<file path="src/rtl/bin_to_bcd_seq_pkg.sv">
// Shared display definitions (digit codes, FSM encoding) and formatter-local constants.
package yoda_display_defs;
   localparam logic [4:0] DIGIT_BLANK = 5'h1F;
   localparam logic [4:0] DIGIT_DASH  = 5'h10;

   typedef enum logic [1:0] {
      IDLE   = 2'b00,
      SHIFT  = 2'b01,
      FORMAT = 2'b10
   } state_e;
endpackage

package bin_to_bcd_seq_pkg;
   localparam int unsigned DIGIT_W    = 5;
   localparam int unsigned NIBBLE_W   = 4;
   localparam int unsigned OUT_DIGITS = 4;
   localparam int unsigned CNT_W      = 5;

   // Largest value representable with the given number of decimal digits.
   function automatic int unsigned max_value(input int unsigned digits);
      int unsigned p;
      p = 1;
      for (int i = 0; i < int'(digits); i++) p = p * 10;
      return p - 1;
   endfunction
endpackage

</file>
<file path="src/rtl/bin_to_bcd_seq_if.sv">
// Request/result bundle between the result register, the formatter and the display driver.
interface bin_to_bcd_seq_if
   import bin_to_bcd_seq_pkg::*;
#(
   parameter int unsigned WIDTH = 14
);
   logic               start;
   logic [WIDTH-1:0]   bin;
   logic               busy;
   logic               done;
   logic               overflow;
   logic [DIGIT_W-1:0] digit0;
   logic [DIGIT_W-1:0] digit1;
   logic [DIGIT_W-1:0] digit2;
   logic [DIGIT_W-1:0] digit3;

   modport master (
      output start, bin,
      input  busy, done, overflow, digit0, digit1, digit2, digit3
   );

   modport slave (
      input  start, bin,
      output busy, done, overflow, digit0, digit1, digit2, digit3
   );
endinterface

</file>
<file path="src/rtl/bin_to_bcd_seq_bcd_add3.sv">
// Double-dabble nibble correction: values of 5 or more get +3 before the shift.
module bcd_add3 (
   input  logic [3:0] nibble,
   output logic [3:0] adjusted_c
);
   assign adjusted_c = (nibble >= 4'd5) ? nibble + 4'd3 : nibble;
endmodule

</file>
<file path="src/rtl/bin_to_bcd_seq.sv">
// Sequential binary-to-BCD formatter (shift-and-add-3), fixed WIDTH+2 cycle latency.
// Optional macro BCD_BLANK_LEADING_ZEROS_EN blanks leading zero digits (digit3..digit1).
module bin_to_bcd_seq
   import yoda_display_defs::*;
   import bin_to_bcd_seq_pkg::*;
#(
   parameter int unsigned WIDTH  = 14,
   parameter int unsigned DIGITS = 4
) (
   input  logic             clk,
   input  logic             reset,
   bin_to_bcd_seq_if.slave  bus
);
   localparam int unsigned BCD_W   = NIBBLE_W * (DIGITS + 1);
   localparam int unsigned MAX_VAL = max_value(DIGITS);

   state_e                               state_q, state_d;
   logic [WIDTH-1:0]                     sh_q, sh_d;
   logic [BCD_W-1:0]                     bcd_q, bcd_d;
   logic [CNT_W-1:0]                     cnt_q, cnt_d;
   logic                                 ovf_q, ovf_d;
   logic                                 busy_q, busy_d;
   logic                                 done_q, done_d;
   logic                                 overflow_q, overflow_d;
   logic [OUT_DIGITS-1:0][DIGIT_W-1:0]   digits_q, digits_d;

   logic [BCD_W-1:0]                     adj_c;
   logic [OUT_DIGITS-1:0][DIGIT_W-1:0]   fmt_c;
   logic                                 fmt_ovf_c;

   // One nibble adjuster per BCD digit, including the overflow guard nibble.
   for (genvar g = 0; g <= int'(DIGITS); g++) begin : g_add3
      bcd_add3 u_add3 (
         .nibble     (bcd_q[g*NIBBLE_W +: NIBBLE_W]),
         .adjusted_c (adj_c[g*NIBBLE_W +: NIBBLE_W])
      );
   end

   // Display formatting of the finished accumulator.
   always_comb begin
`ifdef BCD_BLANK_LEADING_ZEROS_EN
      logic lead_c;
      lead_c = 1'b1;
`endif
      fmt_ovf_c = ovf_q | (bcd_q[BCD_W-1 -: NIBBLE_W] != '0);
      for (int i = 0; i < int'(OUT_DIGITS); i++) begin
         fmt_c[i] = DIGIT_W'(bcd_q[i*NIBBLE_W +: NIBBLE_W]);
      end
`ifdef BCD_BLANK_LEADING_ZEROS_EN
      for (int i = int'(OUT_DIGITS) - 1; i >= 1; i--) begin
         if (lead_c && (fmt_c[i] == DIGIT_W'(0))) fmt_c[i] = DIGIT_BLANK;
         else                                      lead_c   = 1'b0;
      end
`endif
      if (fmt_ovf_c) fmt_c = {OUT_DIGITS{DIGIT_DASH}};
   end

   // Next-state and registered-output logic.
   always_comb begin
      state_d    = state_q;
      sh_d       = sh_q;
      bcd_d      = bcd_q;
      cnt_d      = cnt_q;
      ovf_d      = ovf_q;
      overflow_d = overflow_q;
      digits_d   = digits_q;
      done_d     = 1'b0;

      case (state_q)
         IDLE: begin
            if (bus.start) begin
               sh_d    = bus.bin;
               bcd_d   = '0;
               ovf_d   = (32'(bus.bin) > MAX_VAL);
               cnt_d   = CNT_W'(WIDTH);
               state_d = SHIFT;
            end
         end
         SHIFT: begin
            {bcd_d, sh_d} = {adj_c[BCD_W-2:0], sh_q, 1'b0};
            cnt_d         = cnt_q - CNT_W'(1);
            if (cnt_q == CNT_W'(1)) state_d = FORMAT;
         end
         FORMAT: begin
            digits_d   = fmt_c;
            overflow_d = fmt_ovf_c;
            done_d     = 1'b1;
            state_d    = IDLE;
         end
         default: state_d = IDLE;
      endcase

      busy_d = (state_d != IDLE);
   end

   always_ff @(posedge clk) begin
      if (reset) begin
         state_q    <= IDLE;
         sh_q       <= '0;
         bcd_q      <= '0;
         cnt_q      <= '0;
         ovf_q      <= 1'b0;
         busy_q     <= 1'b0;
         done_q     <= 1'b0;
         overflow_q <= 1'b0;
         digits_q   <= '0;
      end else begin
         state_q    <= state_d;
         sh_q       <= sh_d;
         bcd_q      <= bcd_d;
         cnt_q      <= cnt_d;
         ovf_q      <= ovf_d;
         busy_q     <= busy_d;
         done_q     <= done_d;
         overflow_q <= overflow_d;
         digits_q   <= digits_d;
      end
   end

   assign bus.busy     = busy_q;
   assign bus.done     = done_q;
   assign bus.overflow = overflow_q;
   assign bus.digit0   = digits_q[0];
   assign bus.digit1   = digits_q[1];
   assign bus.digit2   = digits_q[2];
   assign bus.digit3   = digits_q[3];
endmodule

</file>
<file path="src/flat_wrapper.sv">
// flat-port wrapper written by rule: the top's interface ports become plain ports
module bin_to_bcd_seq_flat import yoda_display_defs::*; import bin_to_bcd_seq_pkg::*;
#(
   parameter int unsigned WIDTH  = 14,
   parameter int unsigned DIGITS = 4
)
  (clk, reset, bus_start, bus_bin, bus_busy, bus_done, bus_overflow, bus_digit0, bus_digit1, bus_digit2, bus_digit3);
  bin_to_bcd_seq_if #(.WIDTH(WIDTH)) bus_i ();
  input  logic clk;
  input  logic reset;
  input wire logic [$bits(bus_i.start)-1:0] bus_start;
  input wire logic [$bits(bus_i.bin)-1:0] bus_bin;
  output wire logic [$bits(bus_i.busy)-1:0] bus_busy;
  output wire logic [$bits(bus_i.done)-1:0] bus_done;
  output wire logic [$bits(bus_i.overflow)-1:0] bus_overflow;
  output wire logic [$bits(bus_i.digit0)-1:0] bus_digit0;
  output wire logic [$bits(bus_i.digit1)-1:0] bus_digit1;
  output wire logic [$bits(bus_i.digit2)-1:0] bus_digit2;
  output wire logic [$bits(bus_i.digit3)-1:0] bus_digit3;
  assign bus_i.start = bus_start;
  assign bus_i.bin = bus_bin;
  assign bus_busy = bus_i.busy;
  assign bus_done = bus_i.done;
  assign bus_overflow = bus_i.overflow;
  assign bus_digit0 = bus_i.digit0;
  assign bus_digit1 = bus_i.digit1;
  assign bus_digit2 = bus_i.digit2;
  assign bus_digit3 = bus_i.digit3;
  bin_to_bcd_seq #(.WIDTH(WIDTH), .DIGITS(DIGITS)) u_core (.clk(clk), .reset(reset), .bus(bus_i));
endmodule
</file>
<file path="config.mk">
export PLATFORM = sky130hd
export DESIGN_NAME = bin_to_bcd_seq_flat
export DESIGN_NICKNAME = d
export VERILOG_FILES = /design/src/rtl/bin_to_bcd_seq_pkg.sv /design/src/rtl/bin_to_bcd_seq_if.sv /design/src/rtl/bin_to_bcd_seq_bcd_add3.sv /design/src/rtl/bin_to_bcd_seq.sv /design/src/flat_wrapper.sv
export SDC_FILE = /design/constraint.sdc
export NUM_CORES = 1
export LEC_CHECK = 0
export ABC_AREA = 1
export CORE_MARGIN = 4
export CORE_UTILIZATION = 30
export DETAILED_ROUTE_END_ITERATION = 6
export SYNTH_ARGS = -nofsm -noshare
export SYNTH_HDL_FRONTEND = slang
export SYNTH_HIERARCHICAL = 1
export SYNTH_SLANG_ARGS = --single-unit
</file>
<file path="constraint.sdc">
create_clock -name clk -period 1.7 [get_ports clk]
set_input_delay 0.34 -clock clk [delete_from_list [all_inputs] [get_ports clk]]
set_output_delay 0.34 -clock clk [all_outputs]
set_load 0.05 [all_outputs]
</file>
==> reports/metrics.cfg <==
[status]
run_status=finished clean

[grt]
grt_pass1_wl_um=11910
grt_pass1_vias=2595
grt_max_degree=41
grtUsageTotal=0.1151
grt_overflow=0
antenna_found_initial=0

[timing]
fin_setup_tns_ns=0
drv_slew=0
fin_crit_ns=1.406
min_period_over_period=0.8271
setup_violations=0
fin_skew_ns=0.006977
rsz0062_at_grt=no
final_hold_viol_count=0
setup_slack_ns=0.2939
worst_slew_pin_slew_ns=0.4262
max_freq_ghz=0.7112
worst_slew_margin_rel=0.7152

[placed_design]
place_worst_setup_slack_ns=0.09765
port_buffers=39
gp_congestion=0.7822
post-dp-hpwl_um=4987

[synthesis]
syn_nets=474
syn-instance-count=445
ys_warn_count=6
syn_area_um2=3199
avgSynthCellArea_um2=7.189

[worst_setup_path]
endpoint_kind=flip-flop
startpoint_type=flip-flop
regToRegSetupSlack_ns=0.29
crit_type=flip-flop to flip-flop
critPathMaxFanout=5
critical_path_required_ns=1.98
cp_data_arrival_time_ns=1.69

[drt]
drc=0
vias=2845
wl_per_cell_um=11.17
drt_iter0_markers=130
drt_first_pass_iters=4
postRouteAntennaNets=0
drt-total-wl_um=6973
vias_per_cell=4.559

[cells_and_area]
fin_nets=512
drive_gt1_frac=0.2172
area_growth_pct=20.77
seq_area_um2=1221
n_antenna_cell=0
multi_input_area_um2=1649
nFillCells=1082

[floorplan]
io_pins=40
dieArea_um2=12380
die_x_um=111.3
start_util=0.3085
dieHeight_um=111.3
row_count=37
core_um2=10370

[clock_tree]
cts_hold_buf=0
cts_buffers=9
insertion_delay_ns=0.34
htreeDepth=3
cts_resized=0
post_cts_buffers=0
cts.sinks=61
clkTransAtPathRegs_ns=0.07
root_buffer=clkbuf_8
cts_tree=built
cts_buffer_depth=2

[power]
power_switching_w=0.0008090
p_seq_frac=0.502
power_frac_comb=0.116
p_sw_frac=0.2708
max-vdd-ir-drop_mv=0.2717
p_clk_frac=0.382
pwr_density_cell_nw_per_um2=773.2
leakagePower_nw=1.582
intPower_w=0.002179
power.total_w=0.002988

[run]
cap_violations=0

[min_path]
hold_class=flip-flop to flip-flop

sequential cells by signal, indices dropped and copies added (netlist names):
signal / count
u_core/bus.busy: 1
u_core/bus.digit3: 4
u_core/bus.digit1: 4
u_core/bus.digit2: 4
u_core/ovf_q: 1
u_core/bus.overflow: 1
u_core/bcd_q: 20
u_core/state_q: 2
u_core/cnt_q: 5
u_core/bus.digit0: 4
u_core/bus.done: 1
u_core/sh_q: 14
cell usage in the layout (no fill, tap or decap), types with 2 or more instances in the layout:
| cell type | instances |
|---|---|
| a21oi_1 | 24 |
| a21oi_2 | 13 |
| buf_12 | 5 |
| buf_4 | 29 |
| clkbuf_8 | 10 |
| clkdlybuf4s50_1 | 16 |
| clkinv_2 | 3 |
| clkinvlp_4 | 2 |
| dfxtp_1 | 61 |
| ha_1 | 12 |
| inv_1 | 37 |
| inv_2 | 8 |
| nand2_1 | 121 |
| nand2_2 | 18 |
| nand3_1 | 41 |
| nand3b_1 | 2 |
| nand4_1 | 2 |
| nor2_1 | 41 |
| nor2_4 | 11 |
| o21ai_0 | 14 |
| o21ai_1 | 7 |
| o21ai_2 | 5 |
worst max-delay path, cell delays in order (launching register included):
cell and delay [ns]:
dfxtp_1 0.42, inv_1 0.11, ha_1 0.19, nand2_1 0.08, nand2_2 0.07, nor2_4 0.13
nand2_1 0.09, o21ai_2 0.06, nand2_1 0.07, a21oi_2 0.12
path summary, 6_finish.rpt:
path / from / to / cells after the start
worst min-delay path: u_core/sh_q[13] / u_core/bcd_q[0] / 2
worst max-delay path: u_core/bcd_q[13] / u_core/bcd_q[14] / 9
worst max register to register: u_core/bcd_q[13] / u_core/bcd_q[14] / 9
worst min register to register: u_core/sh_q[13] / u_core/bcd_q[0] / 2
power groups by stage:
stage                     sequential [W]  combinational, W  clock [W]
after CTS                        0.00150          0.000351    0.00119
after detailed placement         0.00153          0.000350          0
final                            0.00150          0.000347    0.00114
after global placement           0.00153          0.000346          0
after floorplan                  0.00153          0.000230          0
after global routing             0.00150          0.000386    0.00124
per-layer routing:
metal | global-route usage | vias up | routed length, um | share of wire
met2 | 0.1769 | 58 | 3146 | 0.45
met1 | 0.1520 | 1297 | 3417 | 0.49
met4 | 0.04785 | 0 | 98 | 0.014
li1 | - | 1482 | - | -
met5 | 0 | - | 0 | 0
met3 | 0.03111 | 8 | 311 | 0.045
stage by stage:
step / utilization / std cells / hold slack, ns / cell area (um^2)
floorplan: - / 445 / 0.4306 / 3199
CTS: 0.3726 / 624 / 0.4607 / 3864
detailed placement: 0.3556 / 608 / 0.4528 / 3687
finish: 0.3726 / 624 / 0.4589 / 3864
global placement: 0.3556 / 608 / 0.4522 / 3687
global route: 0.3726 / 624 / 0.4783 / 3864
final cells by class:
class / instances / share of cell area
sequential: 61 / 0.3161
timing repair buffer: 50 / 0.1237
tap: 136 / 0.04404
multi-input combinational: 316 / 0.4268
clock buffer: 10 / 0.03562
clock inverter: 6 / 0.01004
inverter: 45 / 0.04372
Power figures use the tool's default switching activity.
